**src/rtl/reg_wb_queue_if.sv**
```systemverilog
// reg_wb_queue_if: writeback request, register-file write port and forwarding lookup signals
// slave = queue side, master = pipeline/register-file side
interface reg_wb_queue_if #(
  parameter int DEPTH = 4,
  parameter int AW = 5,
  parameter int DW = 32
);
  logic in_valid, in_ready;
  logic [AW-1:0] in_reg;
  logic [DW-1:0] in_data;
  logic drain_en, reg_write;
  logic [AW-1:0] w_reg;
  logic [DW-1:0] w_data;
  logic [AW-1:0] r_reg1, r_reg2;
  logic fwd_hit1, fwd_hit2;
  logic [DW-1:0] fwd_data1, fwd_data2;
  logic [$clog2(DEPTH):0] count;
  logic empty, full;
  modport slave(
    input in_valid, in_reg, in_data, drain_en, r_reg1, r_reg2,
    output in_ready, reg_write, w_reg, w_data, fwd_hit1, fwd_data1, fwd_hit2, fwd_data2, count, empty, full
  );
  modport master(
    output in_valid, in_reg, in_data, drain_en, r_reg1, r_reg2,
    input in_ready, reg_write, w_reg, w_data, fwd_hit1, fwd_data1, fwd_hit2, fwd_data2, count, empty, full
  );
endinterface

```
**src/rtl/reg_wb_queue.sv**
```systemverilog
// reg_wb_queue: writeback FIFO feeding the register-file write port, with two forwarding lookups
// clk/rst: clock, async active-high reset; q: request handshake, write port, forwarding, status
module reg_wb_queue #(
  parameter int DEPTH = 4,
  parameter int AW = 5,
  parameter int DW = 32
) (
  input logic clk,
  input logic rst,
  reg_wb_queue_if.slave q
);
  localparam int PW = $clog2(DEPTH);
  logic [AW-1:0] reg_q [DEPTH];
  logic [DW-1:0] data_q [DEPTH];
  logic [DEPTH-1:0] vld_q;
  logic [PW-1:0] wp_q, wp_d, rp_q, rp_d, idx;
  logic [PW:0] cnt_q, cnt_d;
  logic push, pop;
  assign q.empty = cnt_q == '0;
  assign q.full = cnt_q == (PW+1)'(DEPTH);
  assign q.count = cnt_q;
  assign q.in_ready = !q.full;
  assign push = q.in_valid && !q.full;
  assign pop = q.reg_write;
  assign q.reg_write = !q.empty && q.drain_en;
  assign q.w_reg = q.empty ? '0 : reg_q[rp_q];
  assign q.w_data = q.empty ? '0 : data_q[rp_q];
  assign wp_d = push ? wp_q + 1'b1 : wp_q;
  assign rp_d = pop ? rp_q + 1'b1 : rp_q;
  assign cnt_d = cnt_q + (PW+1)'(push) - (PW+1)'(pop);
  // walk oldest to youngest so the last match seen is the youngest
  always_comb begin
    idx = '0;
    q.fwd_hit1 = 1'b0;
    q.fwd_data1 = '0;
    q.fwd_hit2 = 1'b0;
    q.fwd_data2 = '0;
    for (int k = 0; k < DEPTH; k++) begin
      idx = rp_q + PW'(k);
      if (vld_q[idx] && reg_q[idx] == q.r_reg1) begin
        q.fwd_hit1 = 1'b1;
        q.fwd_data1 = data_q[idx];
      end
      if (vld_q[idx] && reg_q[idx] == q.r_reg2) begin
        q.fwd_hit2 = 1'b1;
        q.fwd_data2 = data_q[idx];
      end
    end
  end
  // push and pop never target the same slot: equal pointers mean empty (no pop) or full (no push)
  always_ff @(posedge clk or posedge rst) begin
    if (rst) begin
      for (int k = 0; k < DEPTH; k++) begin
        reg_q[k] <= '0;
        data_q[k] <= '0;
      end
      vld_q <= '0;
      wp_q <= '0;
      rp_q <= '0;
      cnt_q <= '0;
    end else begin
      if (push) begin
        reg_q[wp_q] <= q.in_reg;
        data_q[wp_q] <= q.in_data;
        vld_q[wp_q] <= 1'b1;
      end
      if (pop) vld_q[rp_q] <= 1'b0;
      wp_q <= wp_d;
      rp_q <= rp_d;
      cnt_q <= cnt_d;
    end
  end
endmodule

```
**src/flat_wrapper.sv**
```systemverilog
// flat-port wrapper written by rule: the top's interface ports become plain ports
module reg_wb_queue_flat 
#(
  parameter int DEPTH = 4,
  parameter int AW = 5,
  parameter int DW = 32
)
  (clk, rst, q_in_valid, q_in_reg, q_in_data, q_drain_en, q_r_reg1, q_r_reg2, q_in_ready, q_reg_write, q_w_reg, q_w_data, q_fwd_hit1, q_fwd_data1, q_fwd_hit2, q_fwd_data2, q_count, q_empty, q_full);
  reg_wb_queue_if #(.DEPTH(DEPTH), .AW(AW), .DW(DW)) q_i ();
  input logic clk;
  input logic rst;
  input wire logic [$bits(q_i.in_valid)-1:0] q_in_valid;
  input wire logic [$bits(q_i.in_reg)-1:0] q_in_reg;
  input wire logic [$bits(q_i.in_data)-1:0] q_in_data;
  input wire logic [$bits(q_i.drain_en)-1:0] q_drain_en;
  input wire logic [$bits(q_i.r_reg1)-1:0] q_r_reg1;
  input wire logic [$bits(q_i.r_reg2)-1:0] q_r_reg2;
  output wire logic [$bits(q_i.in_ready)-1:0] q_in_ready;
  output wire logic [$bits(q_i.reg_write)-1:0] q_reg_write;
  output wire logic [$bits(q_i.w_reg)-1:0] q_w_reg;
  output wire logic [$bits(q_i.w_data)-1:0] q_w_data;
  output wire logic [$bits(q_i.fwd_hit1)-1:0] q_fwd_hit1;
  output wire logic [$bits(q_i.fwd_data1)-1:0] q_fwd_data1;
  output wire logic [$bits(q_i.fwd_hit2)-1:0] q_fwd_hit2;
  output wire logic [$bits(q_i.fwd_data2)-1:0] q_fwd_data2;
  output wire logic [$bits(q_i.count)-1:0] q_count;
  output wire logic [$bits(q_i.empty)-1:0] q_empty;
  output wire logic [$bits(q_i.full)-1:0] q_full;
  assign q_i.in_valid = q_in_valid;
  assign q_i.in_reg = q_in_reg;
  assign q_i.in_data = q_in_data;
  assign q_i.drain_en = q_drain_en;
  assign q_i.r_reg1 = q_r_reg1;
  assign q_i.r_reg2 = q_r_reg2;
  assign q_in_ready = q_i.in_ready;
  assign q_reg_write = q_i.reg_write;
  assign q_w_reg = q_i.w_reg;
  assign q_w_data = q_i.w_data;
  assign q_fwd_hit1 = q_i.fwd_hit1;
  assign q_fwd_data1 = q_i.fwd_data1;
  assign q_fwd_hit2 = q_i.fwd_hit2;
  assign q_fwd_data2 = q_i.fwd_data2;
  assign q_count = q_i.count;
  assign q_empty = q_i.empty;
  assign q_full = q_i.full;
  reg_wb_queue #(.DEPTH(DEPTH), .AW(AW), .DW(DW)) u_core (.clk(clk), .rst(rst), .q(q_i));
endmodule
```
**config.mk**
```make
export PLATFORM = sky130hd
export DESIGN_NAME = reg_wb_queue_flat
export DESIGN_NICKNAME = d
export VERILOG_FILES = /design/src/rtl/reg_wb_queue_if.sv /design/src/rtl/reg_wb_queue.sv /design/src/flat_wrapper.sv
export SDC_FILE = /design/constraint.sdc
export NUM_CORES = 1
export LEC_CHECK = 0
export ABC_AREA = 1
export ABC_CLOCK_PERIOD_IN_PS = 7600
export BUFFER_PORTS_ARGS = -buffer_cell sky130_fd_sc_hd__buf_2
export CAP_MARGIN = 25
export CORE_ASPECT_RATIO = 0.6
export CORE_MARGIN = 3
export CORE_UTILIZATION = 50
export CTS_BUF_LIST = sky130_fd_sc_hd__clkbuf_4 sky130_fd_sc_hd__clkbuf_8 sky130_fd_sc_hd__clkbuf_16
export DETAILED_ROUTE_END_ITERATION = 8
export PLACE_DENSITY = 0.67
export SYNTH_ARGS = -nofsm -noshare
export SYNTH_HDL_FRONTEND = slang
export SYNTH_SLANG_ARGS = --single-unit
```
**constraint.sdc**
```tcl
create_clock -name clk -period 7.6 [get_ports clk]
set_input_delay 1.52 -clock clk [delete_from_list [all_inputs] [get_ports clk]]
set_output_delay 1.52 -clock clk [all_outputs]
set_load 0.03 [all_outputs]
```
### After elaboration in Yosys (flattened, before gate mapping)

Index checks and enable logic that the tools add are counted.

* register bits: 159
* latch bits: 0
* memory bits (writable): 0
* memory bits (read-only): 0
* word-level logic and storage cells: 126
* memories: 0

* add/subtract/negate cells: 6
* $mul: 0
* divide/modulo/power cells: 0
* $lt $le $gt $ge: 13
* eq/ne operators: 9
* shift operators: 0
* muxes and demuxes: 62
* bitwise gates (word level): 8
* reductions and logical operators: 16

Operator list (number)
* 32-bit 2-to-1 mux: 18
* 32-bit binary-select mux with 2-bit select: 4
* 128-bit bitwise mux: 1
* 32-bit demux with 2-bit select: 1
* 5-bit 2-to-1 mux: 10
* 5-bit binary-select mux with 2-bit select: 4
* 5-bit == test: 8
* 20-bit bitwise mux: 1
* 3-bit greater-or-equal comparator, second input constant: 5
* 2-bit by 3-bit < comparator with 1-bit output, second input constant: 5
* 2-bit inverter with 3-bit output: 5
* 1-bit 2-to-1 mux: 14
* 1-bit logical AND: 13
* 5-bit demux with 2-bit select: 1
* 1-bit binary-select mux with 2-bit select: 4
* 4-bit 2-to-1 mux: 2
* 2-bit by 1-bit adder with 2-bit output, second input constant: 2
* 2-bit adder, second input constant: 2
* 4-bit bitwise AND: 1
* 1-bit demux with 2-bit select: 2
* 2-bit by 1-bit greater-or-equal comparator with 1-bit output, second input constant: 2
* 4-bit inverter: 1
* 4-bit OR: 1
* 3-bit by 1-bit adder with 3-bit output: 1
* 5 further kinds: 6

### Depth between registers and ports, before layout

* depth after elaboration: 10
* mapped depth: 22
* gate-level depth less buffers: 14

### Least setup slack after synthesis

No wires, ideal clock.

* path kind: flip-flop to output port
* start point: register u_core.rp_q[1]
* end point: output port q_fwd_data1[2]
* data arrival time: 3.418 ns
* required time: 6.080 ns
* slack: 2.662 ns
* stages on the path, launching flop included: 19
* buffers on the path: 7
* path through: dfrtp_1 > inv_2 > buf_2 > clkbuf_1 > buf_1 > ha_1 > buf_4 > inv_2 > buf_2 > buf_2 > nand3_1 > nand3_1 > nand2_1 > nor2_1 > nand3b_1 > inv_2 > buf_4 > nor2_1 > a21oi_1

* longest elaborated chain between the ends: 10
* elaborated cells between the ends (all ways): 51
* classes of those cells: add/sub: 3; eq/ne: 4; mux: 36; bitwise: 4; reduce/logical: 4

RTL lines
* start: declaration: line reg_wb_queue.sv:16 `logic [PW-1:0] wp_q, wp_d, rp_q, rp_d, idx;`
* start signal: assignment: line reg_wb_queue.sv:69 `rp_q <= rp_d;`
* 2-bit by 1-bit adder with 2-bit output / 2-bit inverter with 3-bit output (equally long branches): line reg_wb_queue.sv:39, reg_wb_queue.sv:40, reg_wb_queue.sv:42
* 2-bit inverter with 3-bit output (implied by the code) / 5-bit binary-select mux with 2-bit select (equally long branches): line reg_wb_queue.sv:40, reg_wb_queue.sv:42
* 5-bit binary-select mux with 2-bit select / 5-bit 2-to-1 mux (equally long branches): line reg_wb_queue.sv:40 `if (vld_q[idx] && reg_q[idx] == q.r_reg1) begin`
* 5-bit 2-to-1 mux (implied by the code): line reg_wb_queue.sv:40
* 5-bit 2-to-1 mux (implied by the code) / 5-bit == test (equally long branches): line reg_wb_queue.sv:40
* 5-bit == test / 1-bit logical AND (equally long branches): line reg_wb_queue.sv:40
* 1-bit logical AND / 32-bit 2-to-1 mux (equally long branches): line reg_wb_queue.sv:40
* 32-bit 2-to-1 mux (2 in series): line reg_wb_queue.sv:40
* 32-bit 2-to-1 mux *: line reg_wb_queue.sv:40
* end: declaration: line flat_wrapper.sv:23 `output wire logic [$bits(q_i.fwd_data1)-1:0] q_fwd_data1;`

Every way passes the cells marked *; elsewhere a longest branch is shown, timed or not. The select of a mux whose other input is x is not followed.

### Worst setup path in the final report

* start point: register u_core.rp_q[0]
* end point: output port q_fwd_data2[16]

* longest elaborated chain between the ends: 10
* elaborated cells between the ends (all ways): 51
* classes of those cells: add/sub: 3; eq/ne: 4; mux: 36; bitwise: 4; reduce/logical: 4

RTL lines
* 2-bit by 1-bit adder with 2-bit output / 2-bit inverter with 3-bit output (equally long branches): line reg_wb_queue.sv:39, reg_wb_queue.sv:44, reg_wb_queue.sv:46
* 2-bit inverter with 3-bit output (implied by the code) / 5-bit binary-select mux with 2-bit select (equally long branches): line reg_wb_queue.sv:44, reg_wb_queue.sv:46
* 5-bit binary-select mux with 2-bit select / 5-bit 2-to-1 mux (equally long branches): line reg_wb_queue.sv:44 `if (vld_q[idx] && reg_q[idx] == q.r_reg2) begin`
* 5-bit 2-to-1 mux (implied by the code): line reg_wb_queue.sv:44
* 5-bit 2-to-1 mux (implied by the code) / 5-bit == test (equally long branches): line reg_wb_queue.sv:44
* 5-bit == test / 1-bit logical AND (equally long branches): line reg_wb_queue.sv:44
* 1-bit logical AND / 32-bit 2-to-1 mux (equally long branches): line reg_wb_queue.sv:44
* 32-bit 2-to-1 mux (2 in series): line reg_wb_queue.sv:44
* 32-bit 2-to-1 mux *: line reg_wb_queue.sv:44
* end: declaration: line flat_wrapper.sv:25 `output wire logic [$bits(q_i.fwd_data2)-1:0] q_fwd_data2;`

Marked as above.

==> metrics.txt <==
number of diodes 0; Post-DP Area 13,700 um2; Relative slew margins 0.208; WP data arrival 4.64 ns; slowest CP cell inv_2; Final Cell Area 14,300 um2; TritonCTS clock tree built; synth unique cells 36; # H-tree levels 4; Max Clk Rate 162 MHz; Sink Count 159; critical path depth 15; Worst setup EP type output port; register area share after synthesis 0.308; routed length per instance 19.2 um; Top cell by count, worst path nor2_1; GRT Overall Usage 0.344; Post-Synthesis Cells 2,121; GRT overflow 0; Die Span X 214 um; Req. time, crit path 6.08 ns; Row Count 44; yosys warns 0; outcome finished clean; vias per cell about 5.7; initial drt markers 2,146; GRT met1 Usage 0.550; Routed Antenna Nets 0; Initial Utilization 0.522; ratio of cells with drive above 1 in the final layout 0.136; Syn Nets between 2,000 and 2,500; clk slew on worst S/H paths 0.07 ns; CTS Hold Bufs 0; postcts setup bufs 0; setup_tns 0 ns; worst reg2reg path depth 8; initial antenna violation count 0; clock tree root driver cell clkbuf_16; Worst setup SP type register; max cap viols 0; first-pass iteration count of the detailed router 6; IO buf count 160; drc violations 0; Clock Skew 0.0106 ns; unrepaired setup endpoints after global routing false; Top delay family on crit path simple AND/OR/NAND/NOR gates; Clock Path Buffers 2; post_cts resized 0; met3 Use GR 0.173; Worst-Skew Late Latency 0.43 ns; DIE AREA 27,900 um2; Final period util 0.811; #FFs+latches synth 159; Setup CP Type register to output port; fin. max-slew vios 0; Fin. Hold Viols 0; min Tclk post-route 6.16 ns; hold path depth 2; fin cells roughly 2,500; detailed placer's ending HPWL 34.4 mm; final core occ 0.579; slowest stage delay, CP 0.54 ns; total CTS buffers 17; post-synthesis average cell area 6.10 um2; placed cells 2,485; vias in the first global route between 10,000 and 15,000; post-synthesis cell area 12,900 um2; Core ar. 24,800 um2; Layout area overhead 10.9%; Least-Margin Pin Slew 1.18 ns; final net count 2,246; GRT Max-Usage Layer met1; final wirelength 48.4 mm; Die H 131 um; Worst Hold Class register to register; Ports 161; largest net degree at the start of global routing 101; routed vias between 10,000 and 15,000; count of buffer and inverter cells on the critical path 4; Final Setup Violations 0; Crit Path Max Fanout 45; first-pass GRT wire length 72.7 mm; met2 global-route usage 0.402; routability cong. roughly 1.0; critical path cell sequence inv_4, ha_1, inv_2, nand3_1, nand3_1, nand2_1, nor2_2, buf_4, nand3_4, nand2_2, nand2_2, nor2_1, nor2_1, nor2_1, buf_2
## layout by cell type, fill, tap and decap left out, drive strengths merged
cell type | netlist | final
a22oi | 3 | 3
inv | 166 | 173
dfrtp | 159 | 159
clkinvlp | 0 | 2
clkinv | 0 | 2
a21oi | 44 | 44
and2 | 1 | 1
mux2i | 53 | 53
nand3 | 105 | 105
buf | 71 | 184
clkbuf | 69 | 18
o211a | 1 | 1
bufinv | 0 | 3
fa | 1 | 1
nand3b | 6 | 6
nor3 | 2 | 2
xor2 | 4 | 4
nor2 | 265 | 265
xnor2 | 1 | 1
nand2 | 700 | 700
nand4 | 36 | 36
o21ai | 372 | 372
ha | 10 | 10
or2 | 51 | 51
a22o | 1 | 1
## cell usage after synthesis
cell / count / area (um2)
nor2_1: 258 / 968
fa_1: 1 / 20.0
nor3_1: 2 / 10.0
nand4_1: 36 / 225
a21oi_1: 43 / 215
o211a_1: 1 / 10.0
o21ai_2: 1 / 8.76
a21oi_2: 1 / 8.76
nor2_2: 7 / 43.8
buf_2: 37 / 185
buf_1: 18 / 67.6
nand3b_1: 6 / 45.0
nand2_2: 4 / 25.0
nand3_2: 4 / 40.0
nand3_4: 1 / 17.5
buf_6: 7 / 78.8
clkbuf_1: 69 / 259
o21ai_1: 24 / 120
inv_1: 161 / 604
xnor2_1: 1 / 8.76
dfrtp_1: 159 / 3980
nand2_1: 696 / 2610
and2_1: 1 / 6.26
a22oi_1: 3 / 22.5
xor2_1: 4 / 35.0
a22o_1: 1 / 8.76
buf_4: 8 / 60.1
or2_0: 1 / 6.26
nand3_1: 100 / 500
mux2i_1: 53 / 531
buf_8: 1 / 15.0
ha_1: 10 / 125
o21ai_0: 347 / 1740
inv_4: 1 / 6.26
inv_2: 4 / 15.0
or2_2: 50 / 313
## worst reg2reg max path, stage by stage, from the launching register on
cell     delay, ns
dfrtp_1       0.43
nor3_2        0.53
buf_4         0.50
nor2_1        0.31
ha_1          0.36
inv_1         0.04
ha_1          0.20
fa_1          0.41
xor2_1        0.18
## layout make-up
type                    count  area, um2
clock buffers              18        433
clock inverters            14        199
fillers                  2478      10400
inverters                 166        631
multi-input cells        1656       7680
flip-flops and latches    159       3980
well taps                 322        403
repair buffers            184       1010
## final timing paths
check	start	slack (ns)	to
worst max-delay path	u_core.rp_q[0]$_DFFE_PP0P_	1.44	q_fwd_data2[16]
worst min-delay path	u_core.data_q[96]$_DFFE_PP0P_	0.50	u_core.data_q[96]$_DFFE_PP0P_
worst max register to register	u_core.q.count[2]$_DFF_PP0_	4.52	u_core.q.count[2]$_DFF_PP0_
worst min register to register	u_core.data_q[96]$_DFFE_PP0P_	0.50	u_core.data_q[96]$_DFFE_PP0P_
max in group asynchronous	rst	5.26	u_core.data_q[61]$_DFFE_PP0P_
min in group asynchronous	rst	1.20	u_core.wp_q[0]$_DFFE_PP0N_
## routing by layer
layer | vias up | part of all wire
met5 | - | 0.0022
met4 | 2 | 0.0037
met3 | 26 | 0.18
met2 | 901 | 0.35
met1 | 6557 | 0.47
li1 | 6906 | -
## flip-flops by register name, indices dropped and copies added (netlist names)
register	flops
u_core.data_q	128
u_core.q.count	3
u_core.reg_q	20
u_core.rp_q	2
u_core.vld_q	4
u_core.wp_q	2
## metrics by stage
stage / hold WS (ns) / setup slack, ns
after floorplan: 0.453 / 1.79
after global placement: 0.467 / 2.07
after detailed placement: 0.475 / 2.02
after CTS: 0.493 / 1.54
after global routing: 0.530 / 1.16
final: 0.496 / 1.44
## cell families (layout without fill, tap and decap cells)
family          count (synthesis)  after routing  share of synthesized area
buf+inv                       306            382                     0.0998
fa+ha+maj                      11             11                     0.0112
xor+xnor                        5              5                    0.00339
mux                            53             53                     0.0410
compound gates                421            421                      0.165
simple gates                 1166           1166                      0.372
flops                         159            159                      0.308
Power is not shown: default switching activity piles up to over one toggle a cycle in this logic, so the estimate is an artifact.
